**config.mk**
```make
export PLATFORM = sky130hd
export DESIGN_NAME = vga_timing_gen_flat
export DESIGN_NICKNAME = d
export VERILOG_FILES = /design/src/rtl/vga_timing_gen_if.sv /design/src/rtl/vga_timing_gen.sv /design/src/flat_wrapper.sv
export SDC_FILE = /design/constraint.sdc
export NUM_CORES = 1
export LEC_CHECK = 0
export BUFFER_PORTS_ARGS = -buffer_cell sky130_fd_sc_hd__buf_2
export CAP_MARGIN = 15
export CORE_UTILIZATION = 53
export DETAILED_ROUTE_END_ITERATION = 10
export PLACE_DENSITY = 0.74
export SLEW_MARGIN = 20
export SYNTH_ARGS = -nofsm -noshare
export SYNTH_HDL_FRONTEND = slang
export SYNTH_SLANG_ARGS = --single-unit
```
**constraint.sdc**
```tcl
create_clock -name CLK -period 7.25 [get_ports CLK]
set_clock_uncertainty 0.1 [all_clocks]
set_input_delay 0 -clock CLK [delete_from_list [all_inputs] [get_ports CLK]]
set_output_delay 0 -clock CLK [all_outputs]
set_load 0.02 [all_outputs]
```
**src/rtl/vga_timing_gen_if.sv**
```systemverilog
// Output bundle of vga_timing_gen: sync, data-enable, coordinates and strobes, plus the requested mode.
// qFRAME is present only when VGA_TIMING_FRAME_CNT_EN is defined.
interface vga_timing_gen_if #(
    parameter int CW = 12
);
    logic          MODE;
    logic          HSYNC;
    logic          VSYNC;
    logic          DE;
    logic [CW-1:0] qX;
    logic [CW-1:0] qY;
    logic          LINE_START;
    logic          FRAME_START;
    logic          MODE_ACT;
`ifdef VGA_TIMING_FRAME_CNT_EN
    logic [15:0]   qFRAME;

    modport master (
        input  MODE,
        output HSYNC, VSYNC, DE, qX, qY, LINE_START, FRAME_START, MODE_ACT, qFRAME
    );
    modport slave (
        output MODE,
        input  HSYNC, VSYNC, DE, qX, qY, LINE_START, FRAME_START, MODE_ACT, qFRAME
    );
`else
    modport master (
        input  MODE,
        output HSYNC, VSYNC, DE, qX, qY, LINE_START, FRAME_START, MODE_ACT
    );
    modport slave (
        output MODE,
        input  HSYNC, VSYNC, DE, qX, qY, LINE_START, FRAME_START, MODE_ACT
    );
`endif
endinterface

```
**src/rtl/vga_timing_gen.sv**
```systemverilog
// Dual-set VGA/LCD timing generator; the timing set switches only at frame boundaries.
// Optional frame counter output qFRAME enabled by defining VGA_TIMING_FRAME_CNT_EN.
module vga_timing_gen #(
    parameter int CW     = 12,
    parameter int A_HS   = 128,
    parameter int A_HB   = 88,
    parameter int A_HA   = 800,
    parameter int A_HF   = 40,
    parameter int A_VS   = 4,
    parameter int A_VB   = 23,
    parameter int A_VA   = 600,
    parameter int A_VF   = 1,
    parameter int B_HS   = 96,
    parameter int B_HB   = 48,
    parameter int B_HA   = 640,
    parameter int B_HF   = 16,
    parameter int B_VS   = 2,
    parameter int B_VB   = 33,
    parameter int B_VA   = 480,
    parameter int B_VF   = 10,
    parameter bit HS_POL = 1'b0,
    parameter bit VS_POL = 1'b0
) (
    input logic               CLK,
    input logic               RSTn,
    vga_timing_gen_if.master  vga
);

    // One extra bit so a total equal to 2^CW still compares correctly.
    localparam int XW = CW + 1;

    localparam logic [XW-1:0] A_HS_X  = XW'(A_HS);
    localparam logic [XW-1:0] A_HBE_X = XW'(A_HS + A_HB);
    localparam logic [XW-1:0] A_HAE_X = XW'(A_HS + A_HB + A_HA);
    localparam logic [XW-1:0] A_HTM_X = XW'(A_HS + A_HB + A_HA + A_HF - 1);
    localparam logic [XW-1:0] A_VS_X  = XW'(A_VS);
    localparam logic [XW-1:0] A_VBE_X = XW'(A_VS + A_VB);
    localparam logic [XW-1:0] A_VAE_X = XW'(A_VS + A_VB + A_VA);
    localparam logic [XW-1:0] A_VTM_X = XW'(A_VS + A_VB + A_VA + A_VF - 1);

    localparam logic [XW-1:0] B_HS_X  = XW'(B_HS);
    localparam logic [XW-1:0] B_HBE_X = XW'(B_HS + B_HB);
    localparam logic [XW-1:0] B_HAE_X = XW'(B_HS + B_HB + B_HA);
    localparam logic [XW-1:0] B_HTM_X = XW'(B_HS + B_HB + B_HA + B_HF - 1);
    localparam logic [XW-1:0] B_VS_X  = XW'(B_VS);
    localparam logic [XW-1:0] B_VBE_X = XW'(B_VS + B_VB);
    localparam logic [XW-1:0] B_VAE_X = XW'(B_VS + B_VB + B_VA);
    localparam logic [XW-1:0] B_VTM_X = XW'(B_VS + B_VB + B_VA + B_VF - 1);

    logic [CW-1:0] hc;
    logic [CW-1:0] vc;
    logic          mode_act;

    logic [XW-1:0] hs_x, hbe_x, hae_x, htm_x;
    logic [XW-1:0] vs_x, vbe_x, vae_x, vtm_x;
    logic [XW-1:0] hc_x, vc_x;
    logic          h_end, v_end, de_next;
    logic [CW-1:0] qx_next, qy_next;

    logic          hsync_q, vsync_q, de_q, line_start_q, frame_start_q;
    logic [CW-1:0] qx_q, qy_q;

    always_comb begin
        hs_x  = A_HS_X;
        hbe_x = A_HBE_X;
        hae_x = A_HAE_X;
        htm_x = A_HTM_X;
        vs_x  = A_VS_X;
        vbe_x = A_VBE_X;
        vae_x = A_VAE_X;
        vtm_x = A_VTM_X;
        if (mode_act) begin
            hs_x  = B_HS_X;
            hbe_x = B_HBE_X;
            hae_x = B_HAE_X;
            htm_x = B_HTM_X;
            vs_x  = B_VS_X;
            vbe_x = B_VBE_X;
            vae_x = B_VAE_X;
            vtm_x = B_VTM_X;
        end
    end

    assign hc_x    = {1'b0, hc};
    assign vc_x    = {1'b0, vc};
    assign h_end   = (hc_x == htm_x);
    assign v_end   = (vc_x == vtm_x);
    assign de_next = (hc_x >= hbe_x) && (hc_x < hae_x) && (vc_x >= vbe_x) && (vc_x < vae_x);
    assign qx_next = hc - hbe_x[CW-1:0];
    assign qy_next = vc - vbe_x[CW-1:0];

    always_ff @(posedge CLK or negedge RSTn) begin
        if (!RSTn) begin
            hc            <= '0;
            vc            <= '0;
            mode_act      <= 1'b0;
            hsync_q       <= !HS_POL;
            vsync_q       <= !VS_POL;
            de_q          <= 1'b0;
            qx_q          <= '0;
            qy_q          <= '0;
            line_start_q  <= 1'b0;
            frame_start_q <= 1'b0;
        end else begin
            hsync_q <= (hc_x < hs_x) ? HS_POL : !HS_POL;
            if (hc == '0) begin
                vsync_q <= (vc_x < vs_x) ? VS_POL : !VS_POL;
            end
            de_q          <= de_next;
            qx_q          <= de_next ? qx_next : '0;
            qy_q          <= de_next ? qy_next : '0;
            line_start_q  <= (hc == '0);
            frame_start_q <= (hc == '0) && (vc == '0);

            // The requested set is latched only on the last clock of a frame.
            if (h_end) begin
                hc <= '0;
                if (v_end) begin
                    vc       <= '0;
                    mode_act <= vga.MODE;
                end else begin
                    vc <= vc + 1'b1;
                end
            end else begin
                hc <= hc + 1'b1;
            end
        end
    end

    assign vga.HSYNC       = hsync_q;
    assign vga.VSYNC       = vsync_q;
    assign vga.DE          = de_q;
    assign vga.qX          = qx_q;
    assign vga.qY          = qy_q;
    assign vga.LINE_START  = line_start_q;
    assign vga.FRAME_START = frame_start_q;
    assign vga.MODE_ACT    = mode_act;

`ifdef VGA_TIMING_FRAME_CNT_EN
    logic [15:0] frame_cnt;

    // Steps at the end of the FRAME_START cycle, so the pulse carries the index of its frame.
    always_ff @(posedge CLK or negedge RSTn) begin
        if (!RSTn) begin
            frame_cnt <= '0;
        end else if (frame_start_q) begin
            frame_cnt <= frame_cnt + 16'd1;
        end
    end

    assign vga.qFRAME = frame_cnt;
`endif

endmodule

```
**src/flat_wrapper.sv**
```systemverilog
// flat-port wrapper written by rule: the top's interface ports become plain ports
module vga_timing_gen_flat 
#(
    parameter int CW     = 12,
    parameter int A_HS   = 128,
    parameter int A_HB   = 88,
    parameter int A_HA   = 800,
    parameter int A_HF   = 40,
    parameter int A_VS   = 4,
    parameter int A_VB   = 23,
    parameter int A_VA   = 600,
    parameter int A_VF   = 1,
    parameter int B_HS   = 96,
    parameter int B_HB   = 48,
    parameter int B_HA   = 640,
    parameter int B_HF   = 16,
    parameter int B_VS   = 2,
    parameter int B_VB   = 33,
    parameter int B_VA   = 480,
    parameter int B_VF   = 10,
    parameter bit HS_POL = 1'b0,
    parameter bit VS_POL = 1'b0
)
  (CLK, RSTn, vga_MODE, vga_HSYNC, vga_VSYNC, vga_DE, vga_qX, vga_qY, vga_LINE_START, vga_FRAME_START, vga_MODE_ACT);
  vga_timing_gen_if #(.CW(CW)) vga_i ();
  input logic CLK;
  input logic RSTn;
  input wire logic [$bits(vga_i.MODE)-1:0] vga_MODE;
  output wire logic [$bits(vga_i.HSYNC)-1:0] vga_HSYNC;
  output wire logic [$bits(vga_i.VSYNC)-1:0] vga_VSYNC;
  output wire logic [$bits(vga_i.DE)-1:0] vga_DE;
  output wire logic [$bits(vga_i.qX)-1:0] vga_qX;
  output wire logic [$bits(vga_i.qY)-1:0] vga_qY;
  output wire logic [$bits(vga_i.LINE_START)-1:0] vga_LINE_START;
  output wire logic [$bits(vga_i.FRAME_START)-1:0] vga_FRAME_START;
  output wire logic [$bits(vga_i.MODE_ACT)-1:0] vga_MODE_ACT;
  assign vga_i.MODE = vga_MODE;
  assign vga_HSYNC = vga_i.HSYNC;
  assign vga_VSYNC = vga_i.VSYNC;
  assign vga_DE = vga_i.DE;
  assign vga_qX = vga_i.qX;
  assign vga_qY = vga_i.qY;
  assign vga_LINE_START = vga_i.LINE_START;
  assign vga_FRAME_START = vga_i.FRAME_START;
  assign vga_MODE_ACT = vga_i.MODE_ACT;
  vga_timing_gen #(.CW(CW), .A_HS(A_HS), .A_HB(A_HB), .A_HA(A_HA), .A_HF(A_HF), .A_VS(A_VS), .A_VB(A_VB), .A_VA(A_VA), .A_VF(A_VF), .B_HS(B_HS), .B_HB(B_HB), .B_HA(B_HA), .B_HF(B_HF), .B_VS(B_VS), .B_VB(B_VB), .B_VA(B_VA), .B_VF(B_VF), .HS_POL(HS_POL), .VS_POL(VS_POL)) u_core (.CLK(CLK), .RSTn(RSTn), .vga(vga_i));
endmodule
```
# After elaboration in Yosys (flattened, before gate mapping)
# Cells that the tools add are included.
# classes
add_sub_neg	4
mul	0
div_mod_pow	0
magnitude_cmp	6
n_eq_ne	2
n_shift	0
mux	14
bitwise_logic	0
n_reduce_logical	7
# op_table
operator	count
12-bit two-way mux	4
12-bit by 1-bit adder with 12-bit output (second input constant)	2
12-bit logical NOT	2
12-bit by 10-bit less-than comparator with 1-bit output	2
7-bit two-way mux	3
8-bit two-way mux	2
12-bit by 13-bit less-than comparator with 1-bit output	1
12-bit by 10-bit equality test with 1-bit output	1
12-bit by 11-bit equality test with 1-bit output	1
12-bit by 6-bit >= comparator with 1-bit output	1
12-bit by 8-bit >= comparator with 1-bit output	1
12-bit by 3-bit less-than comparator with 1-bit output	1
12-bit by 6-bit subtractor with 12-bit output	1
12-bit by 8-bit subtractor with 12-bit output	1
11-bit two-way mux	1
6-bit two-way mux	1
1-bit logical AND	4
3-bit two-way mux	1
1-bit two-way mux	2
2-bit AND reduction	1
# totals
register_bits	54
latchBits	0
ramBits	0
rom_bits	0
in_bits	3
elab_cells	43
memories	0

# Longest topological paths before layout
# Gate-level depths: netlist (run 1).
# depth
depth_word	6
depth_mapped	8

# Least setup slack after synthesis (run 1)
# No wires, ideal clock.
# synth_path
path_type	reg2reg
start	reg u_core.mode_act (netlist: u_core.vga.MODE_ACT)
end	reg u_core.qy_q[2] (netlist: u_core.vga.qY[2])
setup_ns	0.138
arrival_ns	2.548
slack_ns	4.463
stages_incl_launch_ff	8
n_path_buf	1
cell_sequence	dfrtp_1 inv_1 ha_1 nor4b_1 o31ai_1 a2111oi_2 buf_2 nor4_1
# synth_via
elab_chain_cells	6
elab_cells_between_ends	12
cone_classes	order compare: 4; mux: 5; reduce/logical: 3
# synth_rtl
element	line	rtl
start, declared	vga_timing_gen.sv:52	logic mode_act;
start signal, assigned	vga_timing_gen.sv:120	mode_act <= vga.MODE;
7-bit two-way mux / 8-bit two-way mux (equally long branches)	vga_timing_gen.sv:72	if (mode_act) begin
12-bit by 8-bit >= comparator with 1-bit output / 12-bit by 10-bit less-than comparator with 1-bit output (equally long branches)	vga_timing_gen.sv:88	assign de_next = (hc_x >= hbe_x) && (hc_x < hae_x) && (vc_x >= vbe_x) && (vc_x < vae_x);
1-bit logical AND (2 in a row)	vga_timing_gen.sv:88	
1-bit logical AND (*)	vga_timing_gen.sv:88	
12-bit two-way mux (*)	vga_timing_gen.sv:111	qy_q <= de_next ? qy_next : '0;
end signal, assigned	vga_timing_gen.sv:111	
end, declared	vga_timing_gen.sv:61	logic [CW-1:0] qx_q, qy_q;
# Every way passes the cells marked *; elsewhere a longest branch is shown, timed or not.
# A chain may end at the register's enable or synchronous reset.

# Worst setup path after layout (run 1)
# layout_path
start	reg u_core.mode_act (netlist: u_core.vga.MODE_ACT)
end	reg u_core.qy_q[9] (netlist: u_core.vga.qY[9])
# layout_via
elab_chain_cells	6
elab_cells_between_ends	13
cone_classes	add/sub: 1; order compare: 4; mux: 5; reduce/logical: 3
# layout_rtl
element	line
7-bit two-way mux / 8-bit two-way mux (equally long branches)	vga_timing_gen.sv:72
12-bit by 8-bit >= comparator with 1-bit output / 12-bit by 10-bit less-than comparator with 1-bit output (equally long branches)	vga_timing_gen.sv:88
1-bit logical AND (3 in a row)	vga_timing_gen.sv:88
12-bit two-way mux (*)	vga_timing_gen.sv:111
# Marked as above.

==> results of run 1 <==
routing by layer:
| layer | routed length, um | up-vias | GRT usage, % |
|---|---|---|---|
| met1 | 3010 | 1159 | 32.6 |
| met4 | 74 | 0 | 6.11 |
| met3 | 353 | 7 | 3.60 |
| met5 | 0 | - | 0 |
| li1 | - | 1153 | - |
| met2 | 2980 | 75 | 33.9 |
synth_stat cells, drive strengths merged (3+ instances only):
| cell type | n | share of area (%) |
|---|---|---|
| nand3 | 11 | 1.8 |
| dfrtp | 52 | 42 |
| o21ai | 12 | 2.0 |
| nand2 | 13 | 1.6 |
| and3 | 6 | 1.2 |
| xnor2 | 14 | 4.0 |
| nor4b | 10 | 3.5 |
| nor3 | 10 | 1.6 |
| or3 | 3 | 0.61 |
| nor2b | 4 | 0.81 |
| or4 | 4 | 1.2 |
| a21o | 3 | 0.73 |
| nand4 | 4 | 0.81 |
| a2111oi | 6 | 2.3 |
| inv | 14 | 1.7 |
| nor2 | 14 | 1.7 |
| clkbuf | 11 | 1.3 |
| xor2 | 9 | 2.6 |
| a21oi | 5 | 0.81 |
| nand2b | 6 | 1.2 |
| o2bb2ai | 4 | 1.1 |
| o22ai | 3 | 0.61 |
| ha | 18 | 7.3 |
| buf | 9 | 2.1 |
| nor4 | 21 | 4.3 |
worst max path at each step:
stage                                    start  slack [ps]                     endpoint  depth (start not counted)
6_report       u_core.vga.MODE_ACT$_DFFE_PN0P_        4230   u_core.vga.qY[9]$_DFF_PN0_                          6
5_1_grt        u_core.vga.MODE_ACT$_DFFE_PN0P_        3960  u_core.vga.qX[11]$_DFF_PN0_                          6
4_1_cts        u_core.vga.MODE_ACT$_DFFE_PN0P_        4150   u_core.vga.qY[9]$_DFF_PN0_                          6
3_5_place_dp   u_core.vga.MODE_ACT$_DFFE_PN0P_        4180   u_core.vga.qY[9]$_DFF_PN0_                          6
3_3_place_gp   u_core.vga.MODE_ACT$_DFFE_PN0P_        4330   u_core.vga.qY[9]$_DFF_PN0_                          6
2_1_floorplan  u_core.vga.MODE_ACT$_DFFE_PN0P_        4460   u_core.vga.qY[2]$_DFF_PN0_                          7
worst max-delay path, cell delays in order (launching register included):
cell and delay [ps]:
dfrtp_1 730, inv_1 180, ha_1 450, nor4b_1 90
a211o_1 330, o22ai_2 800, a2111oi_0 150
sequential cells by signal (all words and copies together) (netlist names):
signal and flops:
u_core.vc 12, u_core.vga.VSYNC 1, u_core.vga.DE 1, u_core.vga.HSYNC 1, u_core.hc 12, u_core.vga.MODE_ACT 1, u_core.vga.qY 12, u_core.vga.qX 12
u_core.vga.FRAME_START 1, u_core.vga.LINE_START 1
cell usage in the layout, fill, tap and decap left out, types with 4 or more instances in the layout:
master | synthesis | final
nand2_1 | 13 | 13
inv_1 | 14 | 14
xor2_1 | 9 | 9
nor2_1 | 14 | 14
nand2b_1 | 6 | 6
and3_1 | 6 | 6
o21ai_0 | 12 | 12
nand3_1 | 11 | 11
nor4_1 | 21 | 21
xnor2_1 | 14 | 14
nor3_1 | 10 | 10
a21oi_1 | 5 | 5
nor4b_1 | 7 | 7
dfrtp_1 | 52 | 52
o2bb2ai_1 | 4 | 4
buf_2 | 6 | 32
nand4_1 | 4 | 4
clkbuf_8 | 0 | 5
nor2b_1 | 4 | 4
ha_1 | 18 | 18
per-stage QoR:
stage          setup WS (ps)  cell area [um^2]  total power [W]
2_1_floorplan           4460              3070         0.000308
3_3_place_gp            4330              3240         0.000315
3_5_place_dp            4180              3240         0.000315
4_1_cts                 4150              3350         0.000477
5_1_grt                 3960              3360         0.000492
6_report                4230              3360         0.000473
power breakdown:
group | internal [W] | switching (W) | total [W] | leakage [nW]
clock | 0.0000686 | 0.0000950 | 0.000164 | 0.0385
combinational | 0.00000163 | 0.00000623 | 0.00000786 | 0.836
sequential | 0.000301 | 0.0000000503 | 0.000301 | 0.725
cells by family after synthesis:
kind of cell / Yosys count / share of synthesized area, %
flip-flops: 54 / 44.1
AND/OR/NAND/NOR: 116 / 23.0
XOR/XNOR: 23 / 6.56
adder cells (fa/ha/maj): 18 / 7.33
multiplexers: 2 / 0.733
AO/OA/AOI/OAI: 51 / 12.7
buffers and inverters: 35 / 5.46
other: 1 / 0.122
cell type report:
cell class                 instances  area [um^2]  share of cell area [%]
inverter                          14         52.6                    1.57
clock buffer                       7         76.3                    2.27
multi-input combinational        211         1580                    47.1
timing repair buffer              36          195                    5.81
clock inverter                     1         7.51                   0.224
sequential                        54         1350                    40.3
tap                               72         90.1                    2.68
==> reports/qor.yml, run 1 <==
cts_buffer_depth: 2
ys_types: 54
routed-via-count: 2394
antenna_found_initial: 0
power_density_mw_per_mm2: 141
grt_overflow: 0
status: "finished clean"
rr_startpoint: "u_core.vga.MODE_ACT$_DFFE_PN0P_"
fin_setup_tns_ps: 0
p_leak_nw: 1.60
wire_per_inst_um: 16.2
syn_area_mm2: 0.00307
final_nets: 343
cts_tree: "built"
post-route-drc-count: 0
drive_gt1_share_pct: 17.6
finalSetupViolCount: 0
place_inst: 385
ys.flop_type: "dfrtp_1"
dieHeight_um: 78.1
slew_headroom_pct: 32.3
first_pass_iters: 4
crit_type: "reg2reg"
io_buffers: 32
peakVddDrop_mv: 0.0798
postCtsSetupBuffers: 0
end_kind: "flip-flop"
async_flop_share_pct: 100
insertedDiodeCount: 0
fill_cells: 473
rr_worst_depth: 6
hold_viol_final: 0
arrival_ps: 3050
cts_sinks: 54
cap_violations: 0
grt_max_degree: 55
grt_use_total_pct: 22.2
post_cts_resize_count: 0
timing.rr.end: "u_core.vga.qY[9]$_DFF_PN0_"
grt_pass1_wl_um: 10700
die_area_mm2: 0.00611
antenna_left: 0
synth-edff-count: 0
syn-instance-count: 300
ios: 33
critPathMaxFanout: 24
fin_crit_ps: 3020
viasPerCell: 6.06
core_mm2: 0.00554
yosys_warnings: 0
fin_cells: 395
period_share_pct: 41.6
timing.fmax_mhz: 331
r2r_slack_ps: 4230
gp_congestion: 0.888
grt_pass1_vias: 2100
path_clk_slew_ps: 100
place_hpwl_um: 4550
whs_ps: 258
root_buffer: "clkbuf_8"
final_max_slew_viol_count: 0
initial_core_util_pct: 55.5
drt-total-wl_um: 6420
finalCoreUtilization_pct: 60.6
hp-class: "in2async"
die_x_um: 78.1
worst_slew_pin_slew_ps: 1020
insertion_delay_ps: 310
syn2layout_area_growth_pct: 9.24
ys_seq_elements: 54
drtIter0Drc: 162
ys_seq_area_share_pct: 44.1
rows: 27
cts_buffers: 5
cts_htree_levels: 2
syn-num-nets: 321
rsz0062_at_grt: "false"
required_ps: 7280
worst_setup_path_start_kind: "flip-flop"
cts-hold-fix-buffers: 2
avgSynthCellArea_um2: 10.2
No activity file was read; power rests on OpenSTA's default activity.
==> inputs of run 2 (changes only) <==
--- a/config.mk
+++ b/config.mk
@@ -5,11 +5,12 @@
 export SDC_FILE = /design/constraint.sdc
 export NUM_CORES = 1
 export LEC_CHECK = 0
+export ABC_AREA = 1
 export BUFFER_PORTS_ARGS = -buffer_cell sky130_fd_sc_hd__buf_2
 export CAP_MARGIN = 15
 export CORE_UTILIZATION = 53
 export DETAILED_ROUTE_END_ITERATION = 10
-export PLACE_DENSITY = 0.74
+export PLACE_DENSITY = 0.77
 export SLEW_MARGIN = 20
 export SYNTH_ARGS = -nofsm -noshare
 export SYNTH_HDL_FRONTEND = slang
==> constraint.sdc (replaced) <==
create_clock -name CLK -period 2.7 [get_ports CLK]
set_clock_uncertainty 0.1 [all_clocks]
set_input_delay 0 -clock CLK [delete_from_list [all_inputs] [get_ports CLK]]
set_output_delay 0 -clock CLK [all_outputs]
set_load 0.02 [all_outputs]
==> run 2 against run 1 <==
Highest routed layer unchanged. Routed wire length decreased by 0.73%. Fmax rose by 35%. Critical path depth is 4 higher. Power rose to 2.7 times the previous value. Sequential power grew to 2.7 times the previous value.
==> reports/qor.yml, run 2 <==
p_leak_nw: 1.93  # +21%
crit_type: "reg2reg"
wl_met1_um: 3150  # +4.6%
end_kind: "flip-flop"
slew_headroom_pct: 40.9  # +8.6 points
worstPathCellList: "inv_1, ha_1, nand2_1, nand2_1, nor2_1, nand2_1, a21oi_2, nor2_4, nand2_4, nor2_1"
synth-edff-count: 0  # unchanged
period_share_pct: 82.7  # +41 points
ys_top_cells_by_area: "dfrtp_1 (42%), nand2_1 (10%), ha_1 (7.2%)"
power_density_mw_per_mm2: 375  # +170%
status: "finished clean"
syn-instance-count: 391  # +30%
worst_setup_path_start_kind: "flip-flop"
met3_length_um: 359  # +1.7%
cpMostUsedCell: "nand2_1"
post-route-drc-count: 0  # unchanged
synth_fa_ha_area_share_pct: 7.21  # -0.12 points
insertedDiodeCount: 0  # unchanged
fin_setup_tns_ps: 0  # unchanged
root_buffer: "clkbuf_8"
insertion_delay_ps: 310  # about the same
async_flop_share_pct: 100  # unchanged
grt_max_degree: 42  # -24%
postCtsSetupBuffers: 0  # unchanged
peakVddDrop_mv: 0.243  # +200%
fin_crit_ps: 2230  # -786 ps
layout_common_cells: "nand2_1 (83), dfrtp_1 (52), inv_1 (49)"
path_clk_slew_ps: 100  # about the same
antenna_found_initial: 0  # unchanged
final_max_slew_viol_count: 0  # unchanged
synth_xor_area_share_pct: 5.05  # -1.5 points
rr_worst_depth: 10  # +4
place_hpwl_um: 4820  # +5.9%
antenna_left: 0  # unchanged
io_buffers: 32  # unchanged
grt_overflow: 0  # unchanged
drive_gt1_share_pct: 18.6  # +1.0 points
synth-compound-area-share_pct: 5.97  # -6.7 points
r2r_slack_ps: 470  # -3760 ps
wire_per_inst_um: 12.7  # -22%
ys_types: 32  # -41%
critPathMaxFanout: 23  # -4.2%
die_x_um: 78.8  # +0.81%
dieHeight_um: 78.8  # +0.81%
whs_ps: 248  # -10.3 ps
synth_mux_area_share_pct: 0  # -0.73 points
first_pass_iters: 4  # unchanged
drt-total-wl_um: 6370  # -0.73%
syn2layout_area_growth_pct: 10.6
cts_buffers: 5  # unchanged
drtIter0Drc: 118  # -27%
routed-via-count: 2597  # +8.5%
final_nets: 449  # +31%
cts_sinks: 54  # unchanged
synth_top_family_by_area: "simple AND/OR/NAND/NOR gates"
ys_seq_elements: 54  # unchanged
synth_top_area_cell: "dfrtp_1"
rows: 27  # unchanged
yosys.area_share.simple_pct: 29.8  # +6.8 points
ys_seq_area_share_pct: 43.3  # -0.72 points
synthTopCellsByCount: "nand2_1 (83), dfrtp_1 (52), inv_1 (49)"
grt_use_total_pct: 22.7  # +0.49 points
syn-num-nets: 412  # +28%
met2_length_um: 2800  # -5.9%
ys.flop_type: "dfrtp_1"
hold_viol_final: 0  # unchanged
cts_tree: "built"
rsz0062_at_grt: "false"
finalSetupViolCount: 0  # unchanged
fill_cells: 528  # +12%
cts_htree_levels: 2  # unchanged
grt_pass1_wl_um: 11200  # +5.0%
gp_congestion: 0.991  # +12%
avgSynthCellArea_um2: 7.99  # -22%
initial_core_util_pct: 55.7  # +0.25 points
grt_pass1_vias: 2387  # +14%
mostFrequentLayoutCell: "nand2_1"
rr_startpoint: "u_core.vga.MODE_ACT$_DFFE_PN0P_"
timing.rr.end: "u_core.vga.qY[6]$_DFF_PN0_"
hp-class: "in2async"
die_area_mm2: 0.00621  # +1.6%
synth.most_common_cell: "nand2_1"
critPathLaunch: "u_core.vga.MODE_ACT$_DFFE_PN0P_"
required_ps: 2780  # -4500 ps
ios: 33  # unchanged
maxUsedRoutingLayer: "met4"
worst_slew_pin_slew_ps: 886  # -129 ps
timing.fmax_mhz: 448  # +35%
cap_violations: 0  # unchanged
arrival_ps: 2310  # -740 ps
syn_area_mm2: 0.00312  # +1.7%
slowest_stage: "dfrtp_1"
cpPeakStageDelay_ps: 490  # -310 ps
viasPerCell: 5.18  # -14%
cts_buffer_depth: 2  # unchanged
core_mm2: 0.00561  # +1.2%
synth_top_area_share_pct: 41.6  # -0.70 points
yosys_warnings: 0  # unchanged
run 2: changes by cell type after synthesis, moves of 7 or more:
cell / change
inv_1: +35
nand3_1: +18
nor4_1: -21
nor4b_1: -7
clkbuf_1: -11
xnor2_1: -12
nand2_1: +70
nor2_2: +24
xor2_1: +7
nor2_1: +31
run 2: worst max-delay path by stage:
stage | endpoint | slack (ps)
2_1_floorplan | u_core.vga.qY[0]$_DFF_PN0_ | 490
3_3_place_gp | u_core.vga.qY[6]$_DFF_PN0_ | 530
3_5_place_dp | u_core.vga.qY[6]$_DFF_PN0_ | 500
4_1_cts | u_core.vga.qY[6]$_DFF_PN0_ | 470
5_1_grt | u_core.vga.qY[11]$_DFF_PN0_ | 270
6_report | u_core.vga.qY[6]$_DFF_PN0_ | 470
run 2: what timing repair did:
item                       4_1_cts  5_1_grt
hold endpoints to repair        38        0
hold buffers                     2        0
resized for setup                0        0
setup endpoints to repair        0        0
run 2: power by group:
group	internal [W]	total [W]	switching, W
logic	0.00000527	0.0000223	0.0000170
registers	0.000809	0.000809	0.000000159
clock network	0.000207	0.000464	0.000257
total	0.00102	0.00130	0.000275
run 2: worst max-delay path: cells and delay by family (launching register included):
kind                       cells  cell delay [ps]
and+or+nand+nor                7              810
DFF                            1              490
adders and majority gates      1              360
AOI/OAI and AO/OA              1              180
buffers and inverters          1              140
run 2: area by class of cell:
cell class	instances	area [um^2]	share of cell area, %
clock buffer	6	82.6	2.39
clock inverter	2	12.5	0.362
inverter	53	201	5.83
multi-input combinational	276	1510	43.6
sequential	54	1350	39.2
tap	72	90.1	2.61
timing repair buffer	38	210	6.08
run 2: per-stage QoR:
stage / total power (W) / setup WS (ps) / utilization [%] / std cells / cell area [um^2]
5_1_grt: 0.00134 / 266 / 61.6 / 501 / 3460
3_3_place_gp: 0.000846 / 530 / 59.6 / 491 / 3340
3_5_place_dp: 0.000847 / 501 / 59.6 / 491 / 3340
6_report: 0.00130 / 468 / 61.6 / 501 / 3460
2_1_floorplan: 0.000826 / 493 / - / 391 / 3120
4_1_cts: 0.00131 / 470 / 61.6 / 501 / 3460
run 2: cell families (layout without fill, tap and decap cells):
| group | Yosys count | count (layout) |
|---|---|---|
| buffers and inverters | 61 | 99 |
| xor gates and xnor gates | 18 | 18 |
| adders and majority gates | 18 | 18 |
| other | 1 | 1 |
| AOI/OAI and AO/OA | 34 | 34 |
| DFF | 54 | 54 |
| and+or+nand+nor | 205 | 205 |
run 2: layer usage:
metal  vias to the layer above  global-route usage (%)
li1                       1300                       -
met1                      1212                    34.1
met2                        78                    34.9
met3                         7                    3.45
met4                         0                    4.44
met5                         -                       0
